--- config.mk ---
export PLATFORM = sky130hd
export DESIGN_NAME = control_pipeline_hazard
export DESIGN_NICKNAME = d
export VERILOG_FILES = /design/src/rtl/control_pipeline_hazard.sv
export SDC_FILE = /design/constraint.sdc
export NUM_CORES = 1
export LEC_CHECK = 0
export CORE_ASPECT_RATIO = 0.9
export CORE_UTILIZATION = 43
export CTS_BUF_LIST = sky130_fd_sc_hd__clkbuf_8
export DETAILED_ROUTE_END_ITERATION = 10
export PLACE_DENSITY_LB_ADDON = 0.2
export SLEW_MARGIN = 20
export SYNTH_ARGS = -nofsm -noshare
export SYNTH_HDL_FRONTEND = slang
export SYNTH_SLANG_ARGS = --single-unit
--- constraint.sdc ---
create_clock -name clk -period 2.4 [get_ports clk]
set_input_delay 0.36 -clock clk [delete_from_list [all_inputs] [get_ports clk]]
set_output_delay 0.36 -clock clk [all_outputs]
set_load 0.02 [all_outputs]
--- src/rtl/control_pipeline_hazard.sv ---
// Pipelined MIPS main control: ID decode, ID/EX-EX/MEM-MEM/WB control registers,
// load-use stall, freeze and flush handling. Hazard logic built only with HAZARD_DETECT_EN.
module control_pipeline_hazard #(
    parameter int REG_W           = 5,
    parameter int LOAD_USE_STALLS = 1
) (
    input  logic             clk,
    input  logic             rst,
    input  logic [5:0]       opcode,
    input  logic [REG_W-1:0] id_rs,
    input  logic [REG_W-1:0] id_rt,
    input  logic             ext_stall,
    input  logic             flush,
    output logic             id_jump,
    output logic             id_extend_sel,
    output logic             pc_write,
    output logic             if_id_write,
    output logic             ex_regdst,
    output logic             ex_alusrc,
    output logic             ex_branch,
    output logic [1:0]       ex_aluop,
    output logic             mem_read,
    output logic             mem_write,
    output logic             wb_regwrite,
    output logic             wb_memtoreg,
    output logic             illegal_op
);

    localparam logic [5:0] OP_R     = 6'd0;
    localparam logic [5:0] OP_J     = 6'd2;
    localparam logic [5:0] OP_BEQ   = 6'd4;
    localparam logic [5:0] OP_ADDIU = 6'd9;
    localparam logic [5:0] OP_ANDI  = 6'd12;
    localparam logic [5:0] OP_LW    = 6'd35;
    localparam logic [5:0] OP_SW    = 6'd43;

    typedef struct packed {
        logic       regdst;
        logic [1:0] aluop;
        logic       alusrc;
        logic       branch;
        logic       memread;
        logic       memwrite;
        logic       regwrite;
        logic       memtoreg;
    } ctrl_t;

    ctrl_t      dec;
    logic       dec_ext;
    logic       dec_jump;
    logic       dec_illegal;

    ctrl_t      idex_q, idex_d;
    logic [3:0] exmem_q, exmem_d;   // {memread, memwrite, regwrite, memtoreg}
    logic [1:0] memwb_q, memwb_d;   // {regwrite, memtoreg}
    logic       illegal_q, illegal_d;

    logic       hazard;
    logic       stall;

    always_comb begin
        dec         = '0;
        dec_ext     = 1'b0;
        dec_jump    = 1'b0;
        dec_illegal = 1'b0;
        case (opcode)
            OP_R: begin
                dec.regdst   = 1'b1;
                dec.aluop    = 2'b10;
                dec.regwrite = 1'b1;
            end
            OP_ADDIU: begin
                dec.alusrc   = 1'b1;
                dec.regwrite = 1'b1;
                dec_ext      = 1'b1;
            end
            OP_LW: begin
                dec.alusrc   = 1'b1;
                dec.memread  = 1'b1;
                dec.regwrite = 1'b1;
                dec.memtoreg = 1'b1;
                dec_ext      = 1'b1;
            end
            OP_SW: begin
                dec.alusrc   = 1'b1;
                dec.memwrite = 1'b1;
                dec_ext      = 1'b1;
            end
            OP_BEQ: begin
                dec.aluop    = 2'b01;
                dec.branch   = 1'b1;
                dec_ext      = 1'b1;
            end
            OP_J: begin
                dec_jump     = 1'b1;
            end
            OP_ANDI: begin
                dec.aluop    = 2'b11;
                dec.alusrc   = 1'b1;
                dec.regwrite = 1'b1;
            end
            default: begin
                dec_illegal  = 1'b1;
            end
        endcase
    end

`ifdef HAZARD_DETECT_EN
    localparam logic [1:0] STALL_RELOAD = 2'(LOAD_USE_STALLS - 1);

    logic [REG_W-1:0] idex_rt_q, idex_rt_d;
    logic [1:0]       cnt_q, cnt_d;
    logic [REG_W-1:0] rs_diff;
    logic [REG_W-1:0] rt_diff;

    // Bitwise mismatch vectors; an all-zero vector means the fields are equal.
    for (genvar gi = 0; gi < REG_W; gi++) begin : g_cmp
        assign rs_diff[gi] = idex_rt_q[gi] ^ id_rs[gi];
        assign rt_diff[gi] = idex_rt_q[gi] ^ id_rt[gi];
    end

    // A fresh detection is suppressed while a previous stall is still counting down.
    assign hazard = idex_q.memread && ((rs_diff == '0) || (rt_diff == '0)) && (cnt_q == 2'd0);
    assign stall  = hazard || (cnt_q != 2'd0);

    always_comb begin
        cnt_d     = cnt_q;
        idex_rt_d = idex_rt_q;
        if (!ext_stall) begin
            if (flush) begin
                cnt_d     = 2'd0;
                idex_rt_d = '0;
            end else if (hazard) begin
                cnt_d     = STALL_RELOAD;
                idex_rt_d = '0;
            end else if (cnt_q != 2'd0) begin
                cnt_d     = cnt_q - 2'd1;
                idex_rt_d = '0;
            end else begin
                idex_rt_d = id_rt;
            end
        end
    end

    always_ff @(posedge clk) begin
        if (rst) begin
            cnt_q     <= 2'd0;
            idex_rt_q <= '0;
        end else begin
            cnt_q     <= cnt_d;
            idex_rt_q <= idex_rt_d;
        end
    end
`else
    // Without detection the source fields and stall depth have no consumer.
    logic unused_hazard_inputs;
    assign unused_hazard_inputs = ^{id_rs, id_rt, 2'(LOAD_USE_STALLS)};
    assign hazard = 1'b0;
    assign stall  = 1'b0;
`endif

    always_comb begin
        idex_d    = idex_q;
        exmem_d   = exmem_q;
        memwb_d   = memwb_q;
        illegal_d = 1'b0;
        if (!ext_stall) begin
            exmem_d = {idex_q.memread, idex_q.memwrite, idex_q.regwrite, idex_q.memtoreg};
            memwb_d = exmem_q[1:0];
            if (flush || stall) begin
                idex_d = '0;
            end else begin
                idex_d    = dec;
                illegal_d = dec_illegal;
            end
        end
    end

    always_ff @(posedge clk) begin
        if (rst) begin
            idex_q    <= '0;
            exmem_q   <= '0;
            memwb_q   <= '0;
            illegal_q <= 1'b0;
        end else begin
            idex_q    <= idex_d;
            exmem_q   <= exmem_d;
            memwb_q   <= memwb_d;
            illegal_q <= illegal_d;
        end
    end

    // A redirect must still load the new PC even if a load-use stall was pending.
    assign pc_write      = ~ext_stall & (flush | ~stall);
    assign if_id_write   = pc_write;
    assign id_jump       = dec_jump;
    assign id_extend_sel = dec_ext;

    assign ex_regdst   = idex_q.regdst;
    assign ex_aluop    = idex_q.aluop;
    assign ex_alusrc   = idex_q.alusrc;
    assign ex_branch   = idex_q.branch;
    assign mem_read    = exmem_q[3];
    assign mem_write   = exmem_q[2];
    assign wb_regwrite = memwb_q[1];
    assign wb_memtoreg = memwb_q[0];
    assign illegal_op  = illegal_q;

endmodule

==> results of run 1 <==
## worst max-delay path: stages
cell and delay, ns:
clkdlybuf4s50_1 0.47, nor3b_1 0.29, a21oi_1 0.09, o41ai_2 0.26, dlygate4sd2_1 0.37
## per-stage QoR
stage	cells	hold WS (ns)	instance area [um^2]	util (%)
finish	124	0.4817	1035	71.48
global route	124	0.5118	1035	71.48
CTS	124	0.4872	1032	71.31
detailed placement	120	0.4759	978.4	67.59
global placement	120	0.4701	978.4	67.59
floorplan	74	0.4324	664.4	-
## how the worst max path moves through the flow
stage,startpoint,end,depth (start not counted)
finish,opcode[3],id_extend_sel,5
global route,opcode[3],id_extend_sel,5
CTS,opcode[4],id_jump,5
detailed placement,opcode[3],id_extend_sel,5
global placement,opcode[3],id_extend_sel,5
floorplan,opcode[5],id_extend_sel,3
## area by class of cell
type / count / area [um^2] / share of cell area [%]
clock buffer: 4 / 55.05 / 5.320
inverter: 4 / 15.01 / 1.451
multi-input combinational: 49 / 321.6 / 31.08
sequential: 14 / 280.3 / 27.09
tap: 15 / 18.77 / 1.814
timing repair buffer: 38 / 344.1 / 33.25
## flip-flops by register name, summed over array words and instances, names as in the netlist
name	count
exmem_q	3
idex_q	3
ex_aluop	2
memwb_q	2
ex_alusrc	1
ex_branch	1
ex_regdst	1
illegal_op	1
## cell families after synthesis
kind of cell	Yosys count	synth area share, %
DFF	14	42.18
and+or+nand+nor	28	21.85
muxes	5	7.533
buffers and inverters	11	9.415
AOI/OAI and AO/OA	15	17.71
xor gates and xnor gates	1	1.319
## where the power goes
| group | internal, mW | leakage [nW] | switching [mW] |
|---|---|---|---|
| sequential | 0.234 | 0.113 | 0.000577 |
| clock | 0.146 | 0.0288 | 0.0842 |
| combinational | 0.0433 | 0.303 | 0.0390 |
## per-layer routing
metal	global-route usage, %	vias to the layer above	part of all wire [%]
met4	9.375	0	1.9
met2	34.09	23	47
li1	-	332	-
met1	25.42	302	45
met5	0	-	0
met3	8.295	5	6.2
## synthesized netlist by cell type, drive strengths merged (2+ instances only)
cell   instances  share of area, %
dfxtp         14                42
buf            6               6.6
mux2i          5               7.5
nor3b          2               3.0
nand2          3               1.7
nor2          13               7.3
o22ai          2               1.9
a32oi          2               2.6
a22oi          5               5.7
nor4           3               3.8
nand3          2               1.5
a21oi          2               1.5
inv            4               2.3
==> flow_metrics.env, run 1 <==
export IMPL_status="complete, but fails checks"
export IMPL_violations="design-rule violations"
export IMPL_grt_max_degree=14
export IMPL_diodes=0
export IMPL_syn_area_um2=664.4
export IMPL_vias_per_cell=5.339
export IMPL_synth_async_reset_ratio_pct=0
export IMPL_fmax_ghz=0.4560
export IMPL_route_antenna_remaining_nets=0
export IMPL_layout_commonest_cell="clkdlybuf4s50_1"
export IMPL_p_leak_nw=0.4442
export IMPL_dp_slack_ns=-0.1002
export IMPL_worst_r2r_cell_count=2
export IMPL_dr_pass1_iters=7
export IMPL_io_pins=34
export IMPL_initial_utilization_pct=45.89
export IMPL_ir_worst_vdd_mv=0.2897
export IMPL_min_period_over_period_pct=91.38
export IMPL_first_global_vias=573
export IMPL_htreeDepth=1
export IMPL_r2r_end="ex_regdst"
export IMPL_whs_path_depth=2
export IMPL_num_rows=13
export IMPL_setup_slack_ns=0.2068
export IMPL_fillers=120
export IMPL_die_h_um=39.29
export IMPL_port_buffers=23
export IMPL_path_class="primary input to output port"
export IMPL_core_um2=1448
export IMPL_drv_cap=0
export IMPL_wl_um=1591
export IMPL_mostFrequentLayoutCells="clkdlybuf4s50_1, buf_4, dfxtp_1, nor2_1"
export IMPL_drcViolationCount=4
export IMPL_ys_warn_count=0
export IMPL_holdPathEnd="ex_alusrc"
export IMPL_p_total_mw=0.5466
export IMPL_cp_required_ns=2.04
export IMPL_grtUsageTotal_pct=21.27
export IMPL_globalplace_congestion=0.7980
export IMPL_ctsResizeCount=1
export IMPL_cts_hold_buf=0
export IMPL_die_w_um=43.44
export IMPL_overflow=0
export IMPL_cts_sinks=14
export IMPL_via_count=662
export IMPL_area_growth_pct=55.74
export IMPL_max_slew_worst_pin_slew_ns=0.3922
export IMPL_synth_distinct_cells=28
export IMPL_r2r_start="ex_regdst"
export IMPL_drv_slew=0
export IMPL_synth_fp_nets=94
export IMPL_clockBufferDepth=2
export IMPL_antenna_found_initial=0
export IMPL_cts_setup_buffers=0
export IMPL_drt_iter0_drc=19
export IMPL_period_needed_ns=2.193
export IMPL_skew_ns=0.002314
export IMPL_arrival_ns=1.83
export IMPL_power_density_nw_per_um2=528.2
export IMPL_hold_viol=0
export IMPL_setup_viol=0
export IMPL_hpwl_um=1169
export IMPL_synth_seq_cells=14
export IMPL_hp_class="flip-flop to flip-flop"
export IMPL_nNetsFinal=130
export IMPL_drive_gt1_share_pct=20.18
export IMPL_wl_per_cell_um=12.83
export IMPL_clk_pin_slew_ns=0.06
export IMPL_end_kind="output port"
export IMPL_synthCells=74
export IMPL_crit_fanout=2
export IMPL_synthFlopType="dfxtp_1"
export IMPL_slew_headroom_pct=73.61
export IMPL_cts_tree="done"
export IMPL_clock_latency_ns=0.25
export IMPL_root_buffer="clkbuf_8"
export IMPL_start_kind="primary input"
export IMPL_grt_pass1_wl_um=2484
export IMPL_r2r_slack_ns=1.73
export IMPL_cts_buffers_inserted=3
export IMPL_avgSynthCellArea_um2=8.978
export IMPL_min_from="ex_alusrc"
export IMPL_dieArea_um2=1707
export IMPL_synth_edff_count=0
export IMPL_setup_tns_ns=0
export IMPL_rsz0062_at_grt="false"
export IMPL_yosysSeqAreaShare_pct=42.18
No activity file was read; power rests on OpenSTA's default activity.
==> inputs of run 2 (changes only) <==
--- a/config.mk
+++ b/config.mk
@@ -5,7 +5,6 @@
 export SDC_FILE = /design/constraint.sdc
 export NUM_CORES = 1
 export LEC_CHECK = 0
-export CORE_ASPECT_RATIO = 0.9
 export CORE_UTILIZATION = 43
 export CTS_BUF_LIST = sky130_fd_sc_hd__clkbuf_8
 export DETAILED_ROUTE_END_ITERATION = 10
==> run 2 against run 1 <==
The run now ends clean. Utilization up 3.8 points. Clock skew hardly changed. Final cell count is 0.81% lower.
==> flow_metrics.env, run 2 (same netlist as run 1, synthesis figures left out) <==
export IMPL_hpwl_um=1327
export IMPL_core_um2=1366
export IMPL_cpLargestDelayFamily="buffers and inverters"
export IMPL_arrival_ns=1.83
export IMPL_max_slew_worst_pin_slew_ns=0.4117
export IMPL_clockBufferDepth=2
export IMPL_cts_buffers_inserted=3
export IMPL_instances_no_fill=123
export IMPL_mostFrequentLayoutCells="clkdlybuf4s50_1, dfxtp_1, buf_4, nor2_1"
export IMPL_p_clk_share_pct=41.5
export IMPL_swShare_pct=22.20
export IMPL_via_count=673
export IMPL_setup_tns_ns=0
export IMPL_clk_pin_slew_ns=0.06
export IMPL_vias_per_cell=5.472
export IMPL_seq_power_share_pct=43.3
export IMPL_area_growth_pct=54.80
export IMPL_cp_required_ns=2.04
export IMPL_layout_commonest_cell="clkdlybuf4s50_1"
export IMPL_hp_class="flip-flop to flip-flop"
export IMPL_first_global_vias=559
export IMPL_rsz0062_at_grt="false"
export IMPL_drive_gt1_share_pct=20.37
export IMPL_status="finished, final reports clean"
export IMPL_top_regs="exmem_q (3), idex_q (3)"
export IMPL_nNetsFinal=129
export IMPL_route_antenna_remaining_nets=0
export IMPL_wl_um=1689
export IMPL_diodes=0
export IMPL_die_w_um=41.31
export IMPL_dp_slack_ns=-0.1175
export IMPL_initial_utilization_pct=48.63
export IMPL_drv_cap=0
export IMPL_grt_max_degree=14
export IMPL_power_density_nw_per_um2=527.0
export IMPL_place_area_um2=970.9
export IMPL_dieArea_um2=1706
export IMPL_crit_fanout=2
export IMPL_hold_viol=0
export IMPL_worstPathCellList="clkdlybuf4s50_1 -> nor3b_1 -> a21oi_1 -> o41ai_2 -> dlygate4sd2_1"
export IMPL_period_needed_ns=2.190
export IMPL_slew_headroom_pct=72.30
export IMPL_final_core_util_pct=75.27
export IMPL_skew_ns=0.002646
export IMPL_cts_setup_buffers=0
export IMPL_p_total_mw=0.5420
export IMPL_drcViolationCount=0
export IMPL_die_h_um=41.31
export IMPL_num_rows=13
export IMPL_io_pins=34
export IMPL_dp_cells=119
export IMPL_power_internal_mw=0.4217
export IMPL_setup_slack_ns=0.2102
export IMPL_wl_per_cell_um=13.73
export IMPL_combPwrFrac_pct=15.2
export IMPL_fmax_ghz=0.4567
export IMPL_antenna_found_initial=0
export IMPL_port_buffers=23
export IMPL_root_buffer="clkbuf_8"
export IMPL_p_sw_mw=0.1204
export IMPL_clock_latency_ns=0.24
export IMPL_setup_viol=0
export IMPL_globalplace_congestion=0.8382
export IMPL_ir_worst_vdd_mv=0.3885
export IMPL_path_class="primary input to output port"
export IMPL_dr_pass1_iters=4
export IMPL_p_leak_nw=0.4267
export IMPL_end_kind="output port"
export IMPL_grt_pass1_wl_um=2484
export IMPL_whs_ns=0.4843
export IMPL_htreeDepth=1
export IMPL_critPathBufInv=2
export IMPL_drt_iter0_drc=14
export IMPL_overflow=0
export IMPL_start_kind="primary input"
export IMPL_finalInstanceArea_um2=1028
export IMPL_cts_tree="done"
export IMPL_grtUsageTotal_pct=23.53
export IMPL_critPathSlowestCell="clkdlybuf4s50_1"
export IMPL_drv_slew=0
export IMPL_min_period_over_period_pct=91.24
export IMPL_cp_slowest_stage_delay_ns=0.47
export IMPL_cts_sinks=14
[run 2: changes by cell type in the layout (fill, tap and decap cells not counted)]
cell            before  now
dlygate4sd2_1        1    2
buf_4               15   14
nor3_2               0    1
nor3_1               1    0
dlymetal6s2s_1       1    0
[run 2: worst paths after layout]
| kind | start | to | slack [ns] | cells past startpoint |
|---|---|---|---|---|
| worst max-delay path | opcode[3] | id_extend_sel | 0.21 | 5 |
| worst min-delay path | ex_alusrc | ex_alusrc | 0.48 | 2 |
| worst max register to register | idex_q[0] | idex_q[0] | 1.73 | 2 |
| worst min register to register | ex_alusrc | ex_alusrc | 0.48 | 2 |
[run 2: area by class of cell]
cell class,count,area [um^2]
clock buffers,4,55.05
fillers,105,337.8
inverters,4,15.01
multi-input cells,49,326.6
flip-flops and latches,14,280.3
well taps,15,18.77
repair buffers,37,332.8
[run 2: routing by layer]
| layer | wire [um] | vias up | track usage (%) |
|---|---|---|---|
| met2 | 853 | 18 | 40.63 |
| met5 | 0 | - | 0 |
| met4 | 21 | 0 | 9.677 |
| li1 | - | 331 | - |
| met3 | 81 | 5 | 7.979 |
| met1 | 733 | 319 | 26.21 |
[run 2: what timing repair did]
item | in CTS | in global routing
resized for setup | 3 | 0
endpoints found under the setup margin | 2 | 0
hold buffers | 0 | 0
[run 2: tightest hold or removal path, cell delays in order, from the launching register on]
cell	delay (ns)
dfxtp_1	0.31
nand2_1	0.06
o22ai_1	0.07
[run 2: power groups by stage]
stage / Combinational [mW] / Clock [mW] / Sequential (mW)
5_1_grt: 0.0885 / 0.240 / 0.235
4_1_cts: 0.0817 / 0.232 / 0.235
3_5_place_dp: 0.0813 / 0 / 0.240
2_1_floorplan: 0.0326 / 0 / 0.241
6_report: 0.0822 / 0.225 / 0.235
3_3_place_gp: 0.0793 / 0 / 0.240
==> inputs of run 3 (changes only) <==
--- a/config.mk
+++ b/config.mk
@@ -8,7 +8,7 @@
 export CORE_UTILIZATION = 43
 export CTS_BUF_LIST = sky130_fd_sc_hd__clkbuf_8
 export DETAILED_ROUTE_END_ITERATION = 10
-export PLACE_DENSITY_LB_ADDON = 0.2
+export PLACE_DENSITY = 0.92
 export SLEW_MARGIN = 20
 export SYNTH_ARGS = -nofsm -noshare
 export SYNTH_HDL_FRONTEND = slang
==> run 3 against run 2 <==
Fmax down 2.6%. Critical path depth is the same. Register-to-register slack about the same. Total power is 0.59% higher. Critical endpoint unchanged. Sequential power barely moved. Die area unchanged. Via count decreased by 0.30%. Final cell count stayed put.
==> flow_metrics.env, run 3 (same netlist as run 1, synthesis figures left out) <==
export IMPL_status="finished, final reports clean"
export IMPL_grtUsageTotal_pct=25.25
export IMPL_diodes=0
export IMPL_clock_latency_ns=0.24
export IMPL_rsz0062_at_grt="false"
export IMPL_arrival_ns=1.89
export IMPL_skew_ns=0.004538
export IMPL_min_period_over_period_pct=93.68
export IMPL_setup_viol=0
export IMPL_die_w_um=41.31
export IMPL_hp_class="flip-flop to flip-flop"
export IMPL_initial_utilization_pct=48.63
export IMPL_hpwl_um=1328
export IMPL_port_buffers=23
export IMPL_crit_fanout=2
export IMPL_slew_headroom_pct=71.65
export IMPL_clockBufferDepth=2
export IMPL_power_density_nw_per_um2=532.7
export IMPL_p_leak_nw=0.4257
export IMPL_top_regs="exmem_q (3), idex_q (3)"
export IMPL_path_class="primary input to output port"
export IMPL_core_um2=1366
export IMPL_ir_worst_vdd_mv=0.2622
export IMPL_mostFrequentLayoutCells="clkdlybuf4s50_1, dfxtp_1, buf_4, nor2_1"
export IMPL_use_met1_pct=28.66
export IMPL_multi_input_area_um2=321.6
export IMPL_drv_slew=0
export IMPL_seqCellArea_um2=280.3
export IMPL_grt_pass1_wl_um=2684
export IMPL_finalInstanceArea_um2=1023
export IMPL_period_needed_ns=2.248
export IMPL_root_buffer="clkbuf_8"
export IMPL_htreeDepth=1
export IMPL_route_antenna_remaining_nets=0
export IMPL_hold_viol=0
export IMPL_area_growth_pct=54.05
export IMPL_overflow=0
export IMPL_clk_pin_slew_ns=0.05
export IMPL_wl_um=1808
export IMPL_vias_per_cell=5.455
export IMPL_die_h_um=41.31
export IMPL_wl_per_cell_um=14.70
export IMPL_whs_ns=0.4826
export IMPL_end_kind="output port"
export IMPL_dp_slack_ns=-0.1387
export IMPL_fillers=105
export IMPL_layout_commonest_cell="clkdlybuf4s50_1"
export IMPL_cts_tree="done"
export IMPL_nNetsFinal=129
export IMPL_start_kind="primary input"
export IMPL_grt_busiest_layer="met2"
export IMPL_globalplace_congestion=0.9049
export IMPL_dieArea_um2=1706
export IMPL_cp_required_ns=2.04
export IMPL_drive_gt1_share_pct=19.44
export IMPL_drt_iter0_drc=23
export IMPL_setup_slack_ns=0.1518
export IMPL_drcViolationCount=0
export IMPL_max_slew_worst_pin_slew_ns=0.4214
export IMPL_fmax_ghz=0.4448
export IMPL_num_rows=13
export IMPL_grt_max_degree=14
export IMPL_dr_pass1_iters=4
export IMPL_place_area_um2=970.9
export IMPL_cts_sinks=14
export IMPL_antenna_found_initial=0
export IMPL_first_global_vias=612
export IMPL_via_count=671
export IMPL_final_core_util_pct=74.91
export IMPL_grt_util_met2_pct=46.09
export IMPL_io_pins=34
export IMPL_cts_buffers_inserted=3
export IMPL_drv_cap=0
export IMPL_met3_usage_pct=5.319
run 3: changes by cell type in the layout (fill, tap and decap cells not counted):
cell | previous run | this run
nor3_1 | 0 | 1
nor3_2 | 1 | 0
run 3: stage by stage:
stage | power (mW) | cells | setup TNS [ns]
4_1_cts | 0.5462 | 123 | 0
6_report | 0.5452 | 123 | 0
2_1_floorplan | 0.2735 | 74 | 0
3_5_place_dp | 0.3208 | 119 | -0.2362
5_1_grt | 0.5636 | 123 | 0
3_3_place_gp | 0.3183 | 119 | -0.08693
run 3: timing repair:
action                     4_1_cts  5_1_grt
setup endpoints to repair        2        0
hold buffers                     0        0
setup buffers                    0        0
resized for setup                2        0
run 3: metal layers:
layer,routed length [um],part of all wire (%)
met5,0,0
met2,947,52
met1,787,44
met3,72,4.0
met4,0,0
run 3: layout make-up:
cell class | count | area share (%)
Inverter | 4 | 1.467
Tap cell | 15 | 1.834
Sequential cell | 14 | 27.38
Clock buffer | 4 | 5.379
Timing Repair Buffer | 37 | 32.52
Multi-Input combinational cell | 49 | 31.42
run 3: final timing paths:
kind	from	end	slack, ns	cells after the start
setup reg to reg	ex_regdst	ex_regdst	1.74	2
setup / recovery	opcode[3]	id_extend_sel	0.15	5
hold / removal	ex_alusrc	ex_alusrc	0.48	2
hold reg to reg	ex_alusrc	ex_alusrc	0.48	2
run 3: critical path: stages:
cell and delay, ns:
clkdlybuf4s50_1 0.48, nor3b_1 0.29, a21oi_1 0.10, o41ai_2 0.28, dlygate4sd2_1 0.38
run 3: power breakdown:
part,switching [mW],internal [mW],leakage [nW],total (mW)
registers,0.000589,0.234,0.113,0.235
clock network,0.0822,0.145,0.0288,0.227
logic,0.0411,0.0422,0.284,0.0833
total,0.124,0.421,0.426,0.545
